$ cat src/rtl/ps2_key_decoder_if.sv
// Signal bundle between a PS/2 line driver and the ps2_key_decoder.
// The decoder uses the slave modport; the driver/observer side uses master.
interface ps2_key_decoder_if;
  logic       ps2c;
  logic       ps2d;
  logic       left_key;
  logic       right_key;
  logic       enter_key;
  logic       key_release;
  logic [7:0] scan_code;
  logic       code_valid;
  logic       frame_err;

  modport master (
    output ps2c, ps2d,
    input  left_key, right_key, enter_key, key_release, scan_code, code_valid, frame_err
  );

  modport slave (
    input  ps2c, ps2d,
    output left_key, right_key, enter_key, key_release, scan_code, code_valid, frame_err
  );
endinterface

$ cat src/rtl/ps2_key_decoder.sv
// PS/2 keyboard receiver: synchronizer, ps2c glitch filter, frame FSM and arrow/Enter decoder.
// Define PS2_PARITY_CHECK_EN to also reject frames whose odd parity is wrong.
module ps2_key_decoder #(
  parameter int FILTER_LEN  = 8,
  parameter int TIMEOUT_CYC = 100000
) (
  input  logic               clk,
  input  logic               reset,
  ps2_key_decoder_if.slave   bus
);

  localparam int FW = $clog2(FILTER_LEN + 1);
  localparam int TW = $clog2(TIMEOUT_CYC + 1);

  localparam logic [7:0] B_EXT   = 8'hE0;
  localparam logic [7:0] B_BRK   = 8'hF0;
  localparam logic [7:0] B_LEFT  = 8'h6B;
  localparam logic [7:0] B_RIGHT = 8'h74;
  localparam logic [7:0] B_ENTER = 8'h5A;

`ifdef PS2_PARITY_CHECK_EN
  localparam bit PARITY_CHECK = 1'b1;
`else
  localparam bit PARITY_CHECK = 1'b0;
`endif

  typedef enum logic [1:0] {IDLE, RX, DONE} state_t;

  logic          ps2c_s1, ps2c_s2, ps2d_s1, ps2d_s2;
  logic          ps2c_filt;
  logic [FW-1:0] flt_cnt;
  logic          bit_stb, bit_val;

  // The filtered level only flips after FILTER_LEN consecutive differing samples;
  // bit_stb marks the 1->0 flip and bit_val holds ps2d from that same cycle.
  // NOTE: sequential state uses non-blocking assignments so every register sees pre-edge values.
  always_ff @(posedge clk or negedge reset) begin
    if (!reset) begin
      ps2c_s1   <= 1'b0;
      ps2c_s2   <= 1'b0;
      ps2d_s1   <= 1'b0;
      ps2d_s2   <= 1'b0;
      ps2c_filt <= 1'b0;
      flt_cnt   <= '0;
      bit_stb   <= 1'b0;
      bit_val   <= 1'b0;
    end else begin
      ps2c_s1 <= bus.ps2c;
      ps2c_s2 <= ps2c_s1;
      ps2d_s1 <= bus.ps2d;
      ps2d_s2 <= ps2d_s1;
      bit_val <= ps2d_s2;
      bit_stb <= 1'b0;
      if (ps2c_s2 != ps2c_filt) begin
        if (flt_cnt == FW'(FILTER_LEN - 1)) begin
          ps2c_filt <= ps2c_s2;
          flt_cnt   <= '0;
          bit_stb   <= ps2c_filt;
        end else begin
          flt_cnt <= flt_cnt + 1'b1;
        end
      end else begin
        flt_cnt <= '0;
      end
    end
  end

  state_t        state, state_nx;
  logic [9:0]    shreg;
  logic [3:0]    bit_cnt;
  logic [TW-1:0] to_cnt;
  logic          accept, reject, abort;
  logic          parity_ok;
  logic [7:0]    rx_byte;

  assign rx_byte   = shreg[7:0];
  assign parity_ok = !PARITY_CHECK || (^shreg[8:0]);

  // NOTE: every always_comb output gets a default first so no path can infer a latch.
  always_comb begin
    state_nx = state;
    accept   = 1'b0;
    reject   = 1'b0;
    abort    = 1'b0;
    case (state)
      IDLE: if (bit_stb && !bit_val) state_nx = RX;
      RX: begin
        if (bit_stb) begin
          if (bit_cnt == 4'd9) state_nx = DONE;
        end else if (to_cnt == TW'(TIMEOUT_CYC - 1)) begin
          abort    = 1'b1;
          state_nx = IDLE;
        end
      end
      DONE: begin
        state_nx = IDLE;
        if (shreg[9] && parity_ok) accept = 1'b1;
        else                       reject = 1'b1;
      end
      default: state_nx = IDLE;
    endcase
  end

  // Shift register is reset too so a frame cut short by reset leaves nothing behind.
  always_ff @(posedge clk or negedge reset) begin
    if (!reset) begin
      state   <= IDLE;
      shreg   <= '0;
      bit_cnt <= '0;
      to_cnt  <= '0;
    end else begin
      state <= state_nx;
      if (state == RX) begin
        if (bit_stb) begin
          shreg   <= {bit_val, shreg[9:1]};
          bit_cnt <= bit_cnt + 1'b1;
          to_cnt  <= '0;
        end else begin
          to_cnt <= to_cnt + 1'b1;
        end
      end else begin
        bit_cnt <= '0;
        to_cnt  <= '0;
      end
    end
  end

  logic ext, brk, enter_held;

  // Byte decoder: outputs land one cycle after DONE, alongside code_valid / frame_err.
  always_ff @(posedge clk or negedge reset) begin
    if (!reset) begin
      ext             <= 1'b0;
      brk             <= 1'b0;
      enter_held      <= 1'b0;
      bus.left_key    <= 1'b0;
      bus.right_key   <= 1'b0;
      bus.enter_key   <= 1'b0;
      bus.key_release <= 1'b0;
      bus.scan_code   <= '0;
      bus.code_valid  <= 1'b0;
      bus.frame_err   <= 1'b0;
    end else begin
      bus.enter_key   <= 1'b0;
      bus.key_release <= 1'b0;
      bus.code_valid  <= accept;
      bus.frame_err   <= reject || abort;
      if (reject || abort) begin
        ext <= 1'b0;
        brk <= 1'b0;
      end else if (accept) begin
        bus.scan_code <= rx_byte;
        if (rx_byte == B_EXT) begin
          ext <= 1'b1;
        end else if (rx_byte == B_BRK) begin
          brk <= 1'b1;
        end else begin
          ext <= 1'b0;
          brk <= 1'b0;
          if (ext && rx_byte == B_LEFT) begin
            bus.left_key    <= !brk;
            bus.key_release <= brk;
          end else if (ext && rx_byte == B_RIGHT) begin
            bus.right_key   <= !brk;
            bus.key_release <= brk;
          end else if (!ext && rx_byte == B_ENTER) begin
            if (brk) begin
              enter_held      <= 1'b0;
              bus.key_release <= 1'b1;
            end else if (!enter_held) begin
              enter_held    <= 1'b1;
              bus.enter_key <= 1'b1;
            end
          end
        end
      end
    end
  end

endmodule
$ cat src/flat_wrapper.sv
// flat-port wrapper written by rule: the top's interface ports become plain ports
module ps2_key_decoder_flat 
#(
  parameter int FILTER_LEN  = 8,
  parameter int TIMEOUT_CYC = 100000
)
  (clk, reset, bus_ps2c, bus_ps2d, bus_left_key, bus_right_key, bus_enter_key, bus_key_release, bus_scan_code, bus_code_valid, bus_frame_err);
  ps2_key_decoder_if bus_i ();
  input  logic clk;
  input  logic reset;
  input wire logic [$bits(bus_i.ps2c)-1:0] bus_ps2c;
  input wire logic [$bits(bus_i.ps2d)-1:0] bus_ps2d;
  output wire logic [$bits(bus_i.left_key)-1:0] bus_left_key;
  output wire logic [$bits(bus_i.right_key)-1:0] bus_right_key;
  output wire logic [$bits(bus_i.enter_key)-1:0] bus_enter_key;
  output wire logic [$bits(bus_i.key_release)-1:0] bus_key_release;
  output wire logic [$bits(bus_i.scan_code)-1:0] bus_scan_code;
  output wire logic [$bits(bus_i.code_valid)-1:0] bus_code_valid;
  output wire logic [$bits(bus_i.frame_err)-1:0] bus_frame_err;
  assign bus_i.ps2c = bus_ps2c;
  assign bus_i.ps2d = bus_ps2d;
  assign bus_left_key = bus_i.left_key;
  assign bus_right_key = bus_i.right_key;
  assign bus_enter_key = bus_i.enter_key;
  assign bus_key_release = bus_i.key_release;
  assign bus_scan_code = bus_i.scan_code;
  assign bus_code_valid = bus_i.code_valid;
  assign bus_frame_err = bus_i.frame_err;
  ps2_key_decoder #(.FILTER_LEN(FILTER_LEN), .TIMEOUT_CYC(TIMEOUT_CYC)) u_core (.clk(clk), .reset(reset), .bus(bus_i));
endmodule
$ cat config.mk
export PLATFORM = sky130hd
export DESIGN_NAME = ps2_key_decoder_flat
export DESIGN_NICKNAME = d
export VERILOG_FILES = /design/src/rtl/ps2_key_decoder_if.sv /design/src/rtl/ps2_key_decoder.sv /design/src/flat_wrapper.sv
export SDC_FILE = /design/constraint.sdc
export NUM_CORES = 1
export LEC_CHECK = 0
export CAP_MARGIN = 25
export CORE_MARGIN = 2
export CORE_UTILIZATION = 52
export DETAILED_ROUTE_END_ITERATION = 10
export PLACE_DENSITY = 0.72
export RECOVER_POWER = 100
export SYNTH_ARGS = -nofsm -noshare
export SYNTH_HDL_FRONTEND = slang
export SYNTH_SLANG_ARGS = --single-unit
export TNS_END_PERCENT = 10
$ cat constraint.sdc
create_clock -name clk -period 1.7 [get_ports clk]
set_input_delay 0.34 -clock clk [delete_from_list [all_inputs] [get_ports clk]]
set_output_delay 0.34 -clock clk [all_outputs]
set_load 0.02 [all_outputs]
==> results.md, run 1 <==
* Sequential area share after synthesis at 57.93%
* DP HPWL at ~3200 um
* Worst R2R Path Depth at 4
* Worst-Margin Slew at 889.8 ps
* CP max stage delay at 600 ps
* Worst-skew pair later-pin latency at 330 ps
* Asr flop ratio synth at 100.0%
* Slew Viols, Final at 0
* Crit Path Category: reg2out
* Synth Register Bits at 61
* Routed WL per cell at 13.91 um
* Total CTS buffers at 9
* VDD IR-drop max at 0.0007288 V
* RSZ-0062 raised after global routing: yes
* Crit-path cells: clkdlybuf4s50_1
* Final std cells w/o fill at 354
* Routability cong. at 0.8312
* Bufs and invs on worst path at 1
* Fmax at 612.5 MHz
* Vias in the first global route at 1924
* Critical path endpoint category: output port
* # setup viols final at 0
* EDFF count, synth at 0
* Most common cell in the netlist: dfrtp_1
* Clock skew at roughly 6.4 ps
* Top delay family on crit path: buffers and inverters
* Clk sinks at 61
* Area leader, netlist: dfrtp_1
* Htree depth at 3
* Fin crit share at 96.04%
* Routed WL at between 4000 and 5000 um
* Yosys warns at 0
* Cell Pwr Density at 994.1 nW/um^2
* Pin count of the biggest net entering global routing at between 40 and 50
* Via density at between 5 and 6
* Hold_ws at around 350 ps
* DRC Markers at 0
* Synth top area share at between 50 and 60%
* Met2 usage at 33.33%
* Clk pin slew, worst setup/hold paths at roughly 60 ps
* Met3 Use GR at 5.756%
* Overall Power at roughly 3.2 mW
* Starting density of the core at 54.70%
* Commonest cells in the synthesized netlist: dfrtp_1 (61), nand2_1 (33), nor2_1 (24), mux2_2 (11)
* CTS tree: yes
* Grt total ovfl at 0
* Final ANT Viol Nets at 0
* DP Area at around 3000 um^2
* MaxCap Viol Count at 0
* R2r setup slk at 70 ps
* Critical Path Start Type: flip-flop
* Synth-to-layout area growth at 22.70%
* Placed instance count at 339
* Syn avg cell area at 10.98 um^2
* Drt first pass iters at 4
* Final Hold Fails at 0
* First-pass GRT wire length at 8652 um
* Synth cell types at 40
* Post-Syn Nets at between 200 and 250
* Fillcell total at 381
* Antenna violations before repair at 0
* Total track usage at 20.79%
* Crit path max fanout at 2
* Via Count at 1903
* Critical path's slowest cell: clkdlybuf4s50_1
* CTS max path bufs at 2
* Main synth FF type: dfrtp_1
* Largest cells by area after synthesis: dfrtp_1 (58%), nand2_1 (4.7%), mux2_2 (4.7%)
* Hold depth at 0
* Hold crit path type: reg2reg
* Root buf cell: clkbuf_8
* Standard-cell rows at 25
* Worst EP required at 1360 ps
* Total Die Area at 5653 um^2
* Core ar. at a little under 5000 um^2
* Leakage power at approximately 1.5 nW
* Crit path depth at 1
* Ant. Diodes at 0
* Final nets at 292
* Status: finished, final reports clean
* Post-route design area at 3233 um^2
* Die Y at 75.19 um
* Tmin final at 1633 ps
* Layout cells sized above 1 at between 20% and 30%
* Postcts setup bufs at 0
* Post-synthesis cell area at about 2600 um^2
* Met1 Track Usage GR at 25.77%
* Busiest layer in global routing: met2
* Die Wd at ~75 um
* Initial DRC Count at 60
* Synthesized instance count at 240
* Relative slew slack at 40.68%
* Buffers on Ports at 17
* Ports at 18
* CP arrival at between 1000 and 1500 ps
cell families after synthesis:
kind of cell / synth area share [%]
xor+xnor: 5.318
mux: 4.701
simple gates: 22.65
fa+ha+maj: 1.899
compound gates: 6.031
flops: 57.93
buf+inv: 1.471
power by group:
group	internal [mW]	switching, mW
logic	0.190	0.184
registers	1.59	0.144
clock network	0.587	0.524
total	2.36	0.851
layout by cell type, fill, tap and decap left out, types with 3 or more instances in the layout:
cell type and n:
mux2_2 11, nand3_1 8, o21ai_0 6, xnor2_1 8
or4_1 4, nor4_1 5, inv_1 3, nand2_1 33
clkbuf_1 4, clkdlybuf4s50_1 13, xor2_1 8, nor2_1 24
nor2b_1 4, a21oi_1 5, dlygate4sd3_1 3, dfrtp_2 4
o31ai_1 5, nor3_1 3, ha_1 3, buf_4 18
nand4_1 8, clkbuf_8 11, dfrtp_1 57
routing by layer:
layer,part of all wire [%],vias up,wire length [um]
met2,49,32,2416
met1,46,933,2242
li1,-,931,-
met3,3.8,7,186
met5,0,-,0
met4,1.6,0,79
what timing repair did:
item	4_1_cts	5_1_grt
hold buffers	1	0
resized for setup	1	9
pin swaps	0	2
endpoints found under the setup margin	1	8
hold endpoints to repair	15	0
worst reg2reg max path, stage by stage, from the launching register on:
cell	delay, ps
dfrtp_1	440
or4b_4	570
buf_4	170
o31ai_1	220
o41ai_1	110
path summary, 6_finish.rpt:
check,end,start
setup / recovery,bus_right_key,u_core.bus.right_key
hold / removal,u_core.ps2c_s2,u_core.ps2c_s1
setup reg to reg,u_core.bus.right_key,u_core.shreg[0]
hold reg to reg,u_core.ps2c_s2,u_core.ps2c_s1
max in group asynchronous,u_core.to_cnt[5],reset
min in group asynchronous,u_core.bus.frame_err,reset
flip-flops by register name, indices dropped and copies added (netlist names):
register	flops
u_core.ps2d_s2	1
u_core.enter_held	1
u_core.flt_cnt	4
u_core.to_cnt	17
u_core.bus.enter_key	1
u_core.shreg	10
u_core.ps2d_s1	1
u_core.ps2c_s2	1
u_core.ext	1
u_core.bus.code_valid	1
u_core.state	2
u_core.bus.right_key	1
u_core.bus.key_release	1
u_core.bus.left_key	1
u_core.bus.scan_code	8
u_core.bit_stb	1
u_core.bit_val	1
u_core.brk	1
u_core.ps2c_filt	1
u_core.bus.frame_err	1
u_core.ps2c_s1	1
u_core.bit_cnt	4
cell type report:
type	count	area [um^2]	area share, %
multi-input combinational	169	1099	33.98
sequential	61	1531	47.37
inverter	4	15.01	0.4644
tap	67	83.83	2.593
clock inverter	2	10.01	0.3096
clock buffer	12	155.1	4.799
timing repair buffer	39	339.1	10.49
through the flow:
stage | util, % | TNS [ps] | setup slack [ps]
after CTS | 66.75 | 0 | 45.88
after global placement | 62.96 | 0 | 61.18
after global routing | 67.12 | -26.51 | -25.40
after detailed placement | 62.96 | -10.41 | -10.41
final | 67.12 | 0 | 67.25
after floorplan | - | 0 | 73.44
No activity file was read; power rests on OpenSTA's default activity.
==> run 2: changes to the inputs <==
--- a/config.mk
+++ b/config.mk
@@ -14,4 +14,3 @@
 export SYNTH_ARGS = -nofsm -noshare
 export SYNTH_HDL_FRONTEND = slang
 export SYNTH_SLANG_ARGS = --single-unit
-export TNS_END_PERCENT = 10
==> run 2 against run 1 <==
Compared with the run above: core utilization grew 0.16 points; critical endpoint unchanged; critical path depth unchanged; via count fell by 0.47%; global-route usage stayed put; clock power barely moved; clock skew is essentially flat; worst setup slack better by 5.4 ps.
==> results.md, run 2 (same netlist as run 1, synthesis figures left out) <==
* Largest register FFs at 17
* Largest regs: u_core.to_cnt (17), u_core.shreg (10), u_core.bus.scan_code (8)
* Final Hold Fails at 0
* RSZ-0062 raised after global routing: yes
* Layout cells sized above 1 at between 20% and 30%
* Critical path endpoint category: output port
* Top delay family on crit path: buffers and inverters
* Critical Path Start Type: flip-flop
* Worst EP required at 1360 ps
* Worst-Margin Slew at 883.3 ps
* Via Count at between 1500 and 2000
* Final std cells w/o fill at 355
* Final ANT Viol Nets at 0
* Drt first pass iters at 4
* Clk sinks at 61
* Clk pin slew, worst setup/hold paths at 60 ps
* Crit Path Category: reg2out
* Crit-path cells: clkdlybuf4s50_1
* CP arrival at 1290 ps
* Status: finished, final reports clean
* DP HPWL at 3248 um
* # setup viols final at 0
* Met3 Use GR at 5.756%
* First-pass GRT wire length at 8652 um
* Core ar. at roughly 4800 um^2
* Initial DRC Count at 97
* Via density at approximately 5.3
* Antenna violations before repair at 0
* Fin crit share at approximately 96%
* Die Wd at 75.19 um
* Most common cell after layout, fill and taps aside: dfrtp_1
* Routed WL at 4923 um
* Htree depth at 3
* Total track usage at between 20% and 30%
* Slew Viols, Final at 0
* Bufs and invs on worst path at 1
* Grt total ovfl at 0
* Pin count of the biggest net entering global routing at 47
* Relative slew slack at 41.12%
* Routability cong. at 0.8312
* Standard-cell rows at 25
* CP max stage delay at about 600 ps
* Met2 usage at about 33%
* Met1 Track Usage GR at 25.77%
* Cell Pwr Density at ~1000 nW/um^2
* Hold crit path type: reg2reg
* Synth-to-layout area growth at 22.98%
* Overall Power at 3.230 mW
* Fmax at between 600 and 700 MHz
* CTS tree: yes
* Final nets at 293
* Most flops, register: u_core.to_cnt
* Busiest layer in global routing: met2
* Starting density of the core at between 50% and 60%
* Clock skew at a little under 6 ps
* Tmin final at 1627 ps
* Die Y at 75.19 um
* DP Area at 3033 um^2
* Ant. Diodes at 0
* CTS max path bufs at 2
* Critical path's slowest cell: clkdlybuf4s50_1
* Root buf cell: clkbuf_8
* MaxCap Viol Count at 0
* DRC Markers at 0
* VDD IR-drop max at a little over 0.0007 V
* Worst-skew pair later-pin latency at 330 ps
* Total Die Area at 5653 um^2
* Buffers on Ports at 17
* Total CTS buffers at 9
* Commonest cells after routing, fill and taps aside: dfrtp_1 (57), nand2_1 (33), nor2_1 (24), buf_4 (19), clkdlybuf4s50_1 (13)
* Leakage power at 1.517 nW
* Ports at 18
* Placed instance count at 339
* Crit path max fanout at 2
* Vias in the first global route at 1924
* Post-route design area at 3241 um^2
* Routed WL per cell at 13.87 um
## run 2: cell types whose count changed in the layout (fill, tap and decap cells not counted), sizes merged
cell  delta
buf      +1
## run 2: path summary, 6_finish.rpt
check                                     startpoint                    to  slack (ps)  cells after the start
worst min-delay path                  u_core.ps2c_s1        u_core.ps2c_s2         350                      0
worst min register to register        u_core.ps2c_s1        u_core.ps2c_s2         350                      0
min in group asynchronous                      reset  u_core.bus.frame_err         640                      2
max in group asynchronous                      reset      u_core.to_cnt[5]         320                      3
worst max-delay path            u_core.bus.right_key         bus_right_key          70                      1
worst max register to register       u_core.shreg[0]  u_core.bus.right_key          90                      4
## run 2: repair_timing
| action | CTS | global route |
|---|---|---|
| hold endpoints to repair | 15 | 0 |
| setup endpoints to repair | 1 | 8 |
| hold buffers | 1 | 0 |
| setup buffers | 0 | 1 |
| gates resized for setup | 1 | 9 |
| pin swaps | 0 | 1 |
## run 2: stage by stage
step                      setup TNS [ps]  setup WS (ps)  util [%]  hold slack [ps]
after CTS                              0          45.88     66.75            352.4
after floorplan                        0          73.44         -            44.41
after global placement                 0          61.18     62.96            279.7
after detailed placement          -10.41         -10.41     62.96            277.1
final                                  0          72.67     67.27            350.7
after global routing              -7.625         -6.519     67.27            356.0
## run 2: area by class of cell
class	count	area (um^2)
Inverter	4	15.01
Fill cell	379	1577
Tap cell	67	83.83
Clock inverter	2	10.01
Timing Repair Buffer	40	346.6
Clock buffer	12	155.1
Multi-Input combinational cell	169	1099
Sequential cell	61	1531
## run 2: metal layers
layer  part of all wire, %  routed length (um)
met1                    46                2271
met2                    49                2408
met3                   3.2                 156
met4                   1.8                  87
met5                     0                   0
## run 2: power by group
group          switching (mW)  internal (mW)  total, mW  leakage, nW
Combinational           0.190          0.204      0.394        0.613
Clock                   0.522          0.587       1.11       0.0881
Sequential              0.141           1.59       1.73        0.815
==> run 3: changes to the inputs <==
==> constraint.sdc (replaced) <==
create_clock -name clk -period 1.7 [get_ports clk]
set_input_delay 0.34 -clock clk [delete_from_list [all_inputs] [get_ports clk]]
set_output_delay 0.34 -clock clk [all_outputs]
set_load 0.1 [all_outputs]
==> run 3 against run 2 <==
Compared with the run above: cell count is 0.28% higher; power is 5.7% higher; sequential share of layout area is 0.31 points higher; wire length is 1.4% higher; clock power is 14% higher; largest power group unchanged; highest routed layer unchanged.
==> results.md, run 3 (same netlist as run 1, synthesis figures left out) <==
* Clock power share at between 30% and 40%
* Buffers on Ports at 17
* Routed WL at about 5000 um
* Internal at ~2.6 mW
* Crit-path cells: nand2_1, or3_4, or4_4, a21oi_2
* Cell Pwr Density at 1061 nW/um^2
* Clk pin slew, worst setup/hold paths at about 60 ps
* Crit path max fanout at 5
* Largest regs: u_core.to_cnt (17), u_core.shreg (10), u_core.bus.scan_code (8)
* Pin count of the biggest net entering global routing at 62
* Area taken by multi-input logic gates at 1134 um^2
* # setup viols final at 0
* Worst EP required at 1960 ps
* Most common cell after layout, fill and taps aside: dfrtp_1
* Routability cong. at 0.7935
* CTS max path bufs at 2
* Combinational Power Share at 12.0%
* Drt first pass iters at 4
* Via Count at 1906
* Worst-skew pair later-pin latency at 340 ps
* # hold bufs at CTS at 0
* MaxCap Viol Count at 0
* Clk sinks at ~60
* Relative slew slack at 13.27%
* Fin crit share at 96.78%
* Total Die Area at 5653 um^2
* Layout cells sized above 1 at 26.99%
* Fmax at 607.8 MHz
* Tmin final at 1645 ps
* CTS tree: yes
* Synth-to-layout area growth at 22.08%
* Commonest cells after routing, fill and taps aside: dfrtp_1 (58), nand2_1 (33), nor2_1 (24), buf_4 (21), clkbuf_2 (14)
* Fillcell total at about 410
* Psw at around 0.86 mW
* Largest register FFs at 17
* CP arrival at 1910 ps
* Clock skew at 7.004 ps
* Standard-cell rows at 25
* Final std cells w/o fill at between 300 and 400
* Status: finished, final reports clean
* RSZ-0062 raised after global routing: yes
* WHS Endpoint: u_core.ps2c_s2
* Total track usage at between 20% and 30%
* Overall Power at 3.414 mW
* R2r setup slk at 50 ps
* Final Util at 66.78%
* Routed WL per cell at 14.03 um
* Critical R2R Capture: u_core.to_cnt[15]
* Ports at 18
* Switch share at 25.16%
* Final Hold Fails at 0
* Placed instance count at 339
* CP max stage delay at 500 ps
* Initial DRC Count at roughly 140
* DP HPWL at 3241 um
* Final nets at a little under 300
* Register Area at roughly 1500 um^2
* Root buf cell: clkbuf_8
* Htree depth at 3
* Die Y at approximately 75 um
* First-pass GRT wire length at 8576 um
* Critical path endpoint category: flip-flop
* Critical path's slowest cell: or4_4
* Hold_sp: u_core.ps2c_s1
* Critical Path Start Type: flip-flop
* Slew Viols, Final at 0
* Via density at 5.354
* Starting density of the core at between 50% and 60%
* DRC Markers at 0
* Final ANT Viol Nets at 0
* Leakage power at approximately 1.5 nW
* Hold depth at 0
* Grt total ovfl at 0
* Ant. Diodes at 0
* Vias in the first global route at 1869
* Antenna violations before repair at 0
* Die Wd at 75.19 um
* Core ar. at 4817 um^2
* Crit Path Category: reg2reg
* Seq pwr share at 50.9%
* Total CTS buffers at 9
* Worst-Margin Slew at 1301 ps
* Most flops, register: u_core.to_cnt
* Hold_ws at 347.6 ps
* R2r startpoint: u_core.to_cnt[0]
* Hold crit path type: reg2reg
* VDD IR-drop max at 0.0008826 V
* Worst R2R Path Depth at 4
## run 3: metal layers
layer	vias to the layer above	routed length [um]	track usage, %
met5	-	0	0
met4	0	125	12.48
met3	11	181	5.087
met2	30	2407	32.26
met1	934	2279	26.63
li1	931	-	-
## run 3: stage by stage
step / setup slack, ps / TNS (ps) / instance area (um^2)
2_1_floorplan: 73.44 / 0 / 2638
3_3_place_gp: 70.03 / 0 / 3173
3_5_place_dp: -34.24 / -46.64 / 3173
4_1_cts: 27.00 / 0 / 3379
5_1_grt: -29.48 / -63.77 / 3217
6_report: 54.74 / 0 / 3217
## run 3: area by class of cell
class / count / area share (%)
Clock buffer: 14 / 5.056
Inverter: 4 / 0.4667
Multi-Input combinational cell: 169 / 35.24
Tap cell: 67 / 2.606
Timing Repair Buffer: 40 / 8.129
Clock inverter: 1 / 0.9335
Sequential cell: 61 / 47.57
## run 3: power by group through the flow
| stage | Combinational (mW) | Sequential (mW) | Clock, mW |
|---|---|---|---|
| after floorplan | 0.248 | 1.72 | 0 |
| after global placement | 0.357 | 1.74 | 0 |
| after detailed placement | 0.368 | 1.74 | 0 |
| after CTS | 0.377 | 1.72 | 1.29 |
| after global routing | 0.478 | 1.75 | 1.36 |
| final | 0.411 | 1.74 | 1.27 |
## run 3: worst max-delay path: cells and delay by family, from the launching register on
family	cells	cell delay [ps]
compound gates	1	140
simple gates	3	1010
flops	1	430
## run 3: worst max-delay path by stage
stage                     startpoint                 to  slack (ps)  depth (start not counted)
finish              u_core.to_cnt[0]  u_core.to_cnt[15]          50                          4
global route        u_core.to_cnt[0]  u_core.to_cnt[15]         -30                          4
CTS                 u_core.to_cnt[5]  u_core.to_cnt[15]          30                          4
detailed placement   u_core.shreg[0]         u_core.ext         -30                          4
global placement     u_core.shreg[0]         u_core.ext          70                          4
floorplan            u_core.state[1]         u_core.brk          70                          5
## run 3: timing repair
item / CTS / global route
buffers inserted: 0 / 2
pin swaps: 0 / 0
cloned: 0 / 0
setup endpoints to repair: 3 / 6
gates resized for setup: 2 / 12
